--- config.mk ---
export PLATFORM = sky130hd
export DESIGN_NAME = stoch_signed_decimator
export DESIGN_NICKNAME = d
export VERILOG_FILES = /design/src/rtl/stoch_signed_decimator.sv
export SDC_FILE = /design/constraint.sdc
export NUM_CORES = 1
export LEC_CHECK = 0
export ABC_CLOCK_PERIOD_IN_PS = 3650
export BUFFER_PORTS_ARGS = -buffer_cell sky130_fd_sc_hd__buf_2
export CORE_MARGIN = 2
export CORE_UTILIZATION = 50
export CTS_CLUSTER_DIAMETER = 40
export DETAILED_ROUTE_END_ITERATION = 16
export HOLD_SLACK_MARGIN = 0.1
export PLACE_DENSITY_LB_ADDON = 0.05
export SLEW_MARGIN = 20
export SYNTH_ARGS = -nofsm -noshare
export SYNTH_HDL_FRONTEND = slang
export SYNTH_SLANG_ARGS = --single-unit
--- constraint.sdc ---
create_clock -name CLK -period 3.65 [get_ports CLK]
set_clock_uncertainty 0.15 [all_clocks]
set_input_delay 0.73 -clock CLK [delete_from_list [all_inputs] [get_ports CLK]]
set_output_delay 0.73 -clock CLK [all_outputs]
set_load 0.02 [all_outputs]
--- src/rtl/stoch_signed_decimator.sv ---
// ============================================================================
// Module   : stoch_signed_decimator
// Purpose  : Multi-lane signed stochastic bitstream decoder. Each lane carries
//            a signed value as a positive-part stream (x_p) and a negative-
//            part stream (x_m). Over a window of N = 2^WINDOW_LOG2 valid
//            samples, each lane accumulates sum(x_p - x_m). The result is a
//            signed count in the range -N..+N. The value estimate is y/N.
//
// Optional : `define STOCH_DECIMATOR_CONTINUOUS_EN
//            Windows run back to back with no DONE state. out_valid becomes a
//            one-cycle pulse per window, and out_ready is ignored.
//            When the macro is undefined, the result is held in DONE until
//            out_ready is seen (backpressure).
//
// Ports    : CLK        in   rising-edge clock
//            RST        in   asynchronous active-high reset
//            start      in   begin (or restart) a decode window
//            in_valid   in   x_p/x_m carry a sample this cycle
//            x_p        in   [CHANNELS-1:0] positive-part bits, one per lane
//            x_m        in   [CHANNELS-1:0] negative-part bits, one per lane
//            out_ready  in   consumer accepts y
//            out_valid  out  y holds a completed window result
//            busy       out  window in progress or result pending
//            y          out  [CHANNELS-1:0][YW-1:0] signed counts, YW=WINDOW_LOG2+2
//
// Revision : 1.0  initial release
// ============================================================================
`default_nettype none

module stoch_signed_decimator #(
  parameter int CHANNELS    = 3,
  parameter int WINDOW_LOG2 = 8
) (
  input  logic                                   CLK,
  input  logic                                   RST,
  input  logic                                   start,
  input  logic                                   in_valid,
  input  logic [CHANNELS-1:0]                    x_p,
  input  logic [CHANNELS-1:0]                    x_m,
  input  logic                                   out_ready,
  output logic                                   out_valid,
  output logic                                   busy,
  output logic [CHANNELS-1:0][WINDOW_LOG2+1:0]   y
);

  // A count of -N..+N needs WINDOW_LOG2+1 magnitude bits plus a sign bit.
  localparam int YW = WINDOW_LOG2 + 2;

  localparam logic [WINDOW_LOG2-1:0] c_cnt_last = {WINDOW_LOG2{1'b1}};
  localparam logic [WINDOW_LOG2-1:0] c_cnt_one  = {{(WINDOW_LOG2-1){1'b0}}, 1'b1};
  localparam logic [YW-1:0]          c_acc_zero = '0;

  typedef enum logic [1:0] {
    S_IDLE  = 2'd0,
    S_ACCUM = 2'd1,
    S_DONE  = 2'd2
  } state_t;

  state_t                       r_state;
  logic [WINDOW_LOG2-1:0]       r_cnt;
  logic [CHANNELS-1:0][YW-1:0]  r_acc;
  logic [CHANNELS-1:0][YW-1:0]  r_y;
  logic                         r_out_valid;

  logic [CHANNELS-1:0][YW-1:0]  w_acc_next;
  logic                         w_last;

  // Per-lane step is x_p - x_m, which is one of +1, 0 or -1. Both bits are
  // zero-extended to full width so that the subtraction wraps correctly in
  // two's complement. The magnitude never exceeds N, so no overflow occurs.
  for (genvar c = 0; c < CHANNELS; c++) begin : g_lane
    assign w_acc_next[c] = r_acc[c]
                         + {{(YW-1){1'b0}}, x_p[c]}
                         - {{(YW-1){1'b0}}, x_m[c]};
  end

  // The valid sample taken while the counter reads N-1 closes the window.
  assign w_last = in_valid && (r_cnt == c_cnt_last);

  always_ff @(posedge CLK or posedge RST) begin
    if (RST) begin
      r_state     <= S_IDLE;
      r_cnt       <= '0;
      r_acc       <= '0;
      r_y         <= '0;
      r_out_valid <= 1'b0;
    end else begin
`ifdef STOCH_DECIMATOR_CONTINUOUS_EN
      // In continuous mode, out_valid is a single-cycle pulse.
      r_out_valid <= 1'b0;
`endif
      case (r_state)
        S_IDLE: begin
          // Samples arriving while idle are dropped.
          if (start) begin
            r_state <= S_ACCUM;
            r_cnt   <= '0;
            r_acc   <= '0;
          end
        end

        S_ACCUM: begin
          if (start) begin
            // Restart the window. The sample on this cycle is discarded.
            r_cnt <= '0;
            r_acc <= '0;
          end else if (in_valid) begin
            // The counter wraps to zero on the last sample.
            r_cnt <= r_cnt + c_cnt_one;
            if (w_last) begin
              r_y         <= w_acc_next;
              r_out_valid <= 1'b1;
              for (int c = 0; c < CHANNELS; c++) begin
                r_acc[c] <= c_acc_zero;
              end
`ifndef STOCH_DECIMATOR_CONTINUOUS_EN
              r_state <= S_DONE;
`endif
            end else begin
              r_acc <= w_acc_next;
            end
          end
        end

        S_DONE: begin
          // Hold the result until the consumer takes it. Sample inputs are
          // ignored here.
          if (out_ready) begin
            r_out_valid <= 1'b0;
            if (start) begin
              r_state <= S_ACCUM;
              r_cnt   <= '0;
              r_acc   <= '0;
            end else begin
              r_state <= S_IDLE;
            end
          end
        end

        default: begin
          r_state     <= S_IDLE;
          r_out_valid <= 1'b0;
        end
      endcase
    end
  end

`ifdef STOCH_DECIMATOR_CONTINUOUS_EN
  // No backpressure path exists in continuous mode.
  logic w_unused_out_ready;
  assign w_unused_out_ready = out_ready;
`endif

  assign out_valid = r_out_valid;
  assign busy      = (r_state != S_IDLE);
  assign y         = r_y;

endmodule

`default_nettype wire
======== After elaboration in Yosys (flattened, before gate mapping) ========
Cells that the tools add are included.
storage, ports and cells
  register bits after elaboration ......... 71
  latch bits .............................. 0
  memory bits (writable) .................. 0
  memory bits (read-only) ................. 0
  input bits .............................. 11
  output and inout port bits .............. 32
  logic and storage cells ................. 58
  memories kept ........................... 0
cells by class
  add/subtract/negate cells ............... 7
  multiply operators ...................... 0
  div/mod/pow operators ................... 0
  $lt $le $gt $ge ......................... 0
  eq/ne operators ......................... 9
  shifts and indexed selects .............. 0
  muxes and demuxes ....................... 23
  bitwise logic cells ..................... 2
  reductions and logical operators ........ 8
operators with widths
  operator             number
  $mux 30              5
  $pmux 30 s3          1
  $mux 8               4
  $add 10x1->10        3
  $sub 10x1->10        3
  $pmux 8 s3           1
  $mux 2               5
  $ne 2x2->1 const B   5
  $reduce_and 5->1     2
  $add 8x1->8 const B  1
  $eq 8x8->1 const B   1
  $pmux 2 s3           1
  $mux 1               5
  $reduce_and 4->1     1
  $ne 3x3->1 const B   1
  $pmux 1 s3           1
  $reduce_and 3->1     1
  $reduce_bool 3->1    1
  $eq 2x1->1 const B   1
  $eq 2x2->1 const B   1
  $logic_not 2->1      1
  $not 1->1            2
  $reduce_bool 2->1    1
  $logic_and 1x1->1    1

======== Longest topological paths before layout ========
Gate-level depths: netlist (run 1).
  word-level depth ........................ 6
  gate-level depth with buffers ........... 11
  mapped depth without buffers ............ 11

======== Worst setup path before layout (run 1) ========
Ideal clock, no wire load.
  path type ............................... input to register
  start ................................... input x_m[1]
  end ..................................... register r_y (netlist bit y[18])
  setup time .............................. 0.125 ns
  arrival time ............................ 2.532 ns
  required time ........................... 3.375 ns
  path slack .............................. 0.843 ns
  cell stages on the path ................. 9
  cell sequence ........................... ha_1 inv_1 ha_1 fa_1 a211oi_1 o21ai_1 o31ai_1 xnor2_1 mux2_2
between the ends
  word-level cells in the longest chain between the ends .. 1
ends and longest elaborated chain
  item                    RTL line  RTL
  start: declaration      39        input logic [CHANNELS-1:0] x_m,
  $sub 10x1->10           74        - {{(YW-1){1'b0}}, x_m[c]};
  end signal: assignment  111       r_y <= w_acc_next;
  end: declaration        62        logic [CHANNELS-1:0][YW-1:0] r_y;
No other way between the ends.
A chain may end at the register's enable or synchronous reset.

======== Worst setup path in the final report (run 1) ========
Ends and elaborated chain as after synthesis.

==> impl_results.md, run 1 <==
* Antenna violations before repair at 0
* WL met2 at 4040 um
* Post-Synth XOR/XNOR Area at 3.66%
* Syn nets at around 500
* Main combinational cell family by area after synthesis: compound AO/OA/AOI/OAI gates
* Clock sinks at 71
* Worst Tran Pin Value at roughly 0.81 ns
* First-pass GRT wire length at between 15000 and 20000 um
* DR WL met3 at 355 um
* Top cell by count, worst path: ha_1
* Max Fclk at 374 MHz
* Worst path top cell family by delay: adder cells
* Pre-CTS setup slack at around 0.6 ns
* Vias in the first global route at between 3000 and 4000
* Slew Limit Fails at 0
* Initial Util at about half
* Mux cell area share after synthesis at 2.53%
* Via count at approximately 3300
* Register area at about 1800 um2
* Status: finished clean
* Wl on met1 at roughly 4400 um
* # hold bufs at CTS at 0
* Max Buffers Root-to-Sink at 2
* Worst EP arrival at between 2 and 3 ns
* Detailed Route WL at about 8900 um
* Minimum clock period at 2.67 ns
* CTS tree: done
* Fin crit share at 73.2%
* CTS buffer count at 9
* Distinct cells, synth at 46
* Post-route DRC violation count at 0
* Port Buffer Count at 42
* Final hold vios at 0
* Max-slew headroom at between 40% and 50%
* Crit-path max FO at 3
* Final WS setup at about 0.98 ns
* Final nets at ~540
* Synth Cell Area at about 4300 um2
* CP required at 3.74 ns
* H-tree depth at 3
* Antenna viol nets, final at 0
* Routed WL per cell at approximately 15 um
* Die area at approximately 9400 um2
* Post-DP HPWL at between 6000 and 7000 um
* Die X at roughly 97 um
* Yosys Warn Count at 0
* Most used DFF post-synth: dfrtp_1
* Setup TNS at 0 ns
* Root buffer cell: clkbuf_8
* # setup viols final at 0
* Total global-route track usage at 20.2%
* Asr flop ratio synth at 100%
* Layout area overhead at 13.2%
* Number of post-CTS setup repair buffers at 0
* Worst vdd ir at 0.000448 V
* Drt pass-1 iters at 4
* CTS clock-pin slew for the worst setup and hold paths at approximately 0.08 ns
* PostCTS Resize Cnt at 0
* Share of cells above drive strength 1 at 18.3%
* Top sig layer: met4
* Post-synthesis sequential area ratio at between 40% and 50%
* Most frequent cells in the layout: 78 x nand2_1, 71 x dfrtp_1, 42 x buf_2
* Ports at 43
* CP max-delay cell: fa_1
* Multi-input logic area at ~2300 um2
* Lkg Pwr at 0.00245 uW
* # rows at 33
* GPL Wtd Cong at slightly below 0.9
* Number of flops mapped to enable cells by yosys at 0
* Core box area at slightly above 8000 um2
* Adder-cell share of the synthesized area at roughly a tenth
* Synthesized area per cell at 9.48 um2
* Critical-path cell list: buf_2 > ha_1 > inv_1 > ha_1 > fa_1 > a211oi_1 > o21ai_1 > o31ai_1 > xnor2_1 > mux2_2
* Most common cell after layout, fill and taps aside: nand2_1
* Die height at between 90 and 100 um
* Clock Latency Late Sink at approximately 0.35 ns
* Fillers at 717
* Gr ovfl total at 0
* Power per cell area at ~840 nW/um2
* Largest net degree at the start of global routing at 38
* Post-synthesis cell count at 454
* Compound-cell area share of the yosys netlist at 21.0%
* Max-Cap Viols at 0
* Worst Hold Class: reg -> reg
* Vias per cell at about 5.5
* Buffers & Inverters on Critical Path at 2
* Critical path class: in -> reg
* Drt first-iter violations at 151
* Max stage delay on crit path at ~0.43 ns
* Simple-gate share of the synthesized area at between 10% and 20%
* Final antenna diode count at 0
* RSZ-0062 raised after global routing: false
* CP endpoint kind: flip-flop
* Synthesized flop and latch total at around 70
* Worst Setup Start Kind: input port
[area by class of cell]
cell class / instances / share of cell area [%]
multi-input combinational: 330 / 47.6
sequential: 71 / 36.5
timing repair buffer: 50 / 5.55
clock buffer: 10 / 2.82
inverter: 35 / 2.70
tap: 105 / 2.70
clock inverter: 6 / 2.21
[synthesized netlist by cell type (7+ instances only)]
| master | instances | area, um2 |
|---|---|---|
| clkbuf_1 | 9 | 33.8 |
| mux2_2 | 7 | 78.8 |
| xor2_1 | 9 | 78.8 |
| a21o_1 | 15 | 113 |
| nand2_1 | 78 | 293 |
| o31ai_1 | 9 | 67.6 |
| inv_1 | 35 | 131 |
| a21oi_1 | 19 | 95.1 |
| ha_1 | 31 | 388 |
| nand3_1 | 12 | 60.1 |
| o21ai_0 | 30 | 150 |
| xnor2_1 | 9 | 78.8 |
| nor2_1 | 14 | 52.6 |
| dfrtp_1 | 71 | 1780 |
| a22o_1 | 22 | 193 |
[report_power, final]
group          switching, uW  total [uW]  internal, uW
Clock                    304         775           470
Sequential               119        1030           906
Combinational           1250        2270          1020
[final timing paths]
check | slack [ns] | endpoint | start | depth (start not counted)
max in group asynchronous | 2.22 | r_acc[15] | RST | 3
worst max-delay path | 0.98 | y[18] | x_m[1] | 10
min in group asynchronous | 0.37 | r_acc[4] | RST | 2
worst min register to register | 0.32 | y[16] | y[16] | 2
worst max register to register | 1.07 | y[18] | r_acc[10] | 10
worst min-delay path | 0.32 | y[16] | y[16] | 2
[cells by family after synthesis]
family / count (synthesis)
simple gates: 143
fa+ha+maj: 34
compound gates: 125
buf+inv: 53
mux: 10
xor+xnor: 18
flops: 71
[worst register-to-register path: cells and delay by family (launching register included)]
family / cells / cell delay, ns
XOR/XNOR: 1 / 0.12
buffers and inverters: 2 / 0.09
multiplexers: 1 / 0.27
flip-flops: 1 / 0.35
adder cells (fa/ha/maj): 3 / 0.88
AO/OA/AOI/OAI: 3 / 0.61
[flip-flops by register name (all words and copies together), names as in the netlist]
signal / cells
out_valid: 1
r_state: 2
r_acc: 30
y: 30
r_cnt: 8
[metrics by stage]
stage | hold slack, ns | util (%) | area (um2) | total power, uW | instances
after global routing | 0.351 | 58.7 | 4870 | 4430 | 607
after detailed placement | 0.309 | 55.8 | 4630 | 3270 | 591
final | 0.319 | 58.7 | 4870 | 4070 | 607
after global placement | 0.303 | 55.8 | 4630 | 3240 | 591
after CTS | 0.327 | 58.7 | 4870 | 4080 | 607
after floorplan | 0.295 | - | 4300 | 2890 | 454
[per-layer routing]
metal | track usage (%) | vias to the layer above
met5 | 0 | -
met4 | 7.04 | 0
li1 | - | 1696
met1 | 28.0 | 1580
met2 | 31.5 | 47
met3 | 4.41 | 8
Note: power is estimated with default switching activity, not from simulation.
==> inputs of run 2 (changes only) <==
Settings changed: ABC_CLOCK_PERIOD_IN_PS 3650 to 2300.
Clock period 3.65 ns to 2.3 ns, I/O delays scaled along.
==> impl_results.md, run 2 (synthesis results as in run 1) <==
* Crit-path max FO at 2 (-1)
* Worst EP arrival at 2.45 ns (-0.31 ns)
* Most frequent cells in the layout: 78 x nand2_1, 71 x dfrtp_1, 42 x buf_2
* Share of cells above drive strength 1 at 27.5% (+9.2 points)
* Max-Cap Viols at 0 (unchanged)
* Multi-input logic area at 2530 um2 (+9.3%)
* Clock share of power at 14.7% (-4.3 points)
* Switch share at 42.3% (+1.2 points)
* First-pass GRT wire length at 16200 um (+4.6%)
* CTS clock-pin slew for the worst setup and hold paths at 0.08 ns (about the same)
* CP required at 2.39 ns (-1.35 ns)
* Final nets at 563 (+3.9%)
* Worst vdd ir at 0.000631 V (+41%)
* Core box area at 8300 um2 (unchanged)
* Final WS setup at -0.0596 ns (-1.04 ns)
* Internal at 3960 uW (+65%)
* Max-slew headroom at 60.8% (+15 points)
* Hold WS at 0.232 ns (-0.0874 ns)
* Die X at 96.8 um (unchanged)
* Post-DP HPWL at 6460 um (+3.9%)
* Final instance area at 5240 um2 (+7.5%)
* Detailed Route WL at 9600 um (+7.9%)
* Most common cell after layout, fill and taps aside: nand2_1
* Dpl cell area at 4840 um2 (+4.5%)
* Drt first-iter violations at 71 (-53%)
* CTS tree: done
* Lkg Pwr at 0.00256 uW (+4.5%)
* Worst Hold Class: in -> reg
* Drt pass-1 iters at 4 (unchanged)
* Clock sinks at 71 (unchanged)
* Seq pwr share at 23.9% (-1.3 points)
* Clock Latency Late Sink at 0.35 ns (about the same)
* Routed WL per cell at 15.3 um (+4.3%)
* # rows at 33 (unchanged)
* Worst Tran Pin Value at 0.587 ns (-0.227 ns)
* Largest net degree at the start of global routing at 31 (-18%)
* Fillers at 695 (-3.1%)
* Vias per cell at 5.55 (+1.2%)
* Finished Core Util at 63.1% (+4.4 points)
* Die area at 9370 um2 (unchanged)
* Vias in the first global route at 3515 (+8.9%)
* Antenna viol nets, final at 0 (unchanged)
* Die height at 96.8 um (unchanged)
* Ports at 43 (unchanged)
* H-tree depth at 3 (unchanged)
* Critical path class: reg -> reg
* Gr ovfl total at 0 (unchanged)
* RSZ-0062 raised after global routing: true
* Fin crit share at 103%
* Final antenna diode count at 0 (unchanged)
* Total power at 6870 uW (+69%)
* Status: finished with violations
* Post-route DRC violation count at 0 (unchanged)
* Final hold vios at 0 (unchanged)
* Register area at 1780 um2 (unchanged)
* Total global-route track usage at 20.8% (+0.55 points)
* Layout area overhead at 21.7%
* # setup viols final at 5 (+5)
* CTS buffer count at 9 (unchanged)
* Worst Setup Start Kind: flip-flop
* Max Buffers Root-to-Sink at 2 (unchanged)
* Max Fclk at about 420 MHz
* Power per cell area at 1310 nW/um2 (+57%)
* GPL Wtd Cong at 0.805 (-8.9%)
* Port Buffer Count at 42 (unchanged)
* Slew Limit Fails at 0 (unchanged)
* Minimum clock period at about 2.4 ns
* Violated checks: setup timing
* Antenna violations before repair at 0 (unchanged)
* Via count at 3486 (+4.7%)
* Initial Util at 51.9% (unchanged)
* Switching pwr at 2910 uW (+74%)
* Combinational power share at 61.5% (+5.7 points)
* CP endpoint kind: flip-flop
* Root buffer cell: clkbuf_8
==> run 2: worst paths after layout <==
kind	cells past startpoint	startpoint	end	slack, ns
max	10	r_acc[10]	y[18]	-0.06
min in group asynchronous	3	RST	r_cnt[7]	0.57
max reg2reg	10	r_acc[10]	y[18]	-0.06
min reg2reg	2	y[16]	y[16]	0.32
max in group asynchronous	4	RST	r_acc[2]	0.80
min	4	out_ready	r_state[1]	0.23
==> run 2: timing repair <==
| action | 4_1_cts | 5_1_grt |
|---|---|---|
| gates resized for setup | 4 | 26 |
| setup endpoints to repair | 8 | 20 |
| pin swaps | 9 | 14 |
| endpoints found under the hold margin | 23 | 0 |
| hold buffers | 1 | 0 |
| buffers inserted | 2 | 6 |
==> run 2: cell type report <==
| type | instances | share of cell area (%) |
|---|---|---|
| clock inverter | 4 | 0.860 |
| multi-input combinational | 330 | 48.4 |
| clock buffer | 12 | 2.77 |
| tap | 105 | 2.51 |
| inverter | 35 | 2.63 |
| timing repair buffer | 71 | 8.93 |
| sequential | 71 | 33.9 |
==> run 2: power groups by stage <==
stage	registers [uW]	clock network [uW]	logic, uW
final	1640	1010	4220
after global routing	1670	1080	4680
after CTS	1630	1020	3870
after detailed placement	1650	0	3800
after global placement	1650	0	3690
after floorplan	1600	0	3060
==> run 2: worst max-delay path: stages (launching register included) <==
cell      delay, ns
dfrtp_1        0.37
inv_2          0.05
ha_4           0.25
inv_2          0.04
ha_4           0.15
fa_2           0.35
a211oi_2       0.23
o21ai_2        0.09
o31ai_2        0.20
xnor2_1        0.12
mux2_2         0.27
==> run 2: routing by layer <==
layer / share of wire [%] / GRT usage (%)
met1: 49 / 27.3
met4: 1.7 / 6.61
met5: 0 / 0
met2: 47 / 34.8
met3: 2.8 / 3.76
==> run 2: stage by stage <==
stage / instances / worst slack (ns) / TNS, ns
2_1_floorplan: 454 / -0.108 / -0.297
3_3_place_gp: 603 / -0.282 / -2.42
3_5_place_dp: 603 / -0.336 / -3.16
4_1_cts: 622 / -0.138 / -0.323
5_1_grt: 628 / -0.165 / -0.867
6_report: 628 / -0.0596 / -0.156
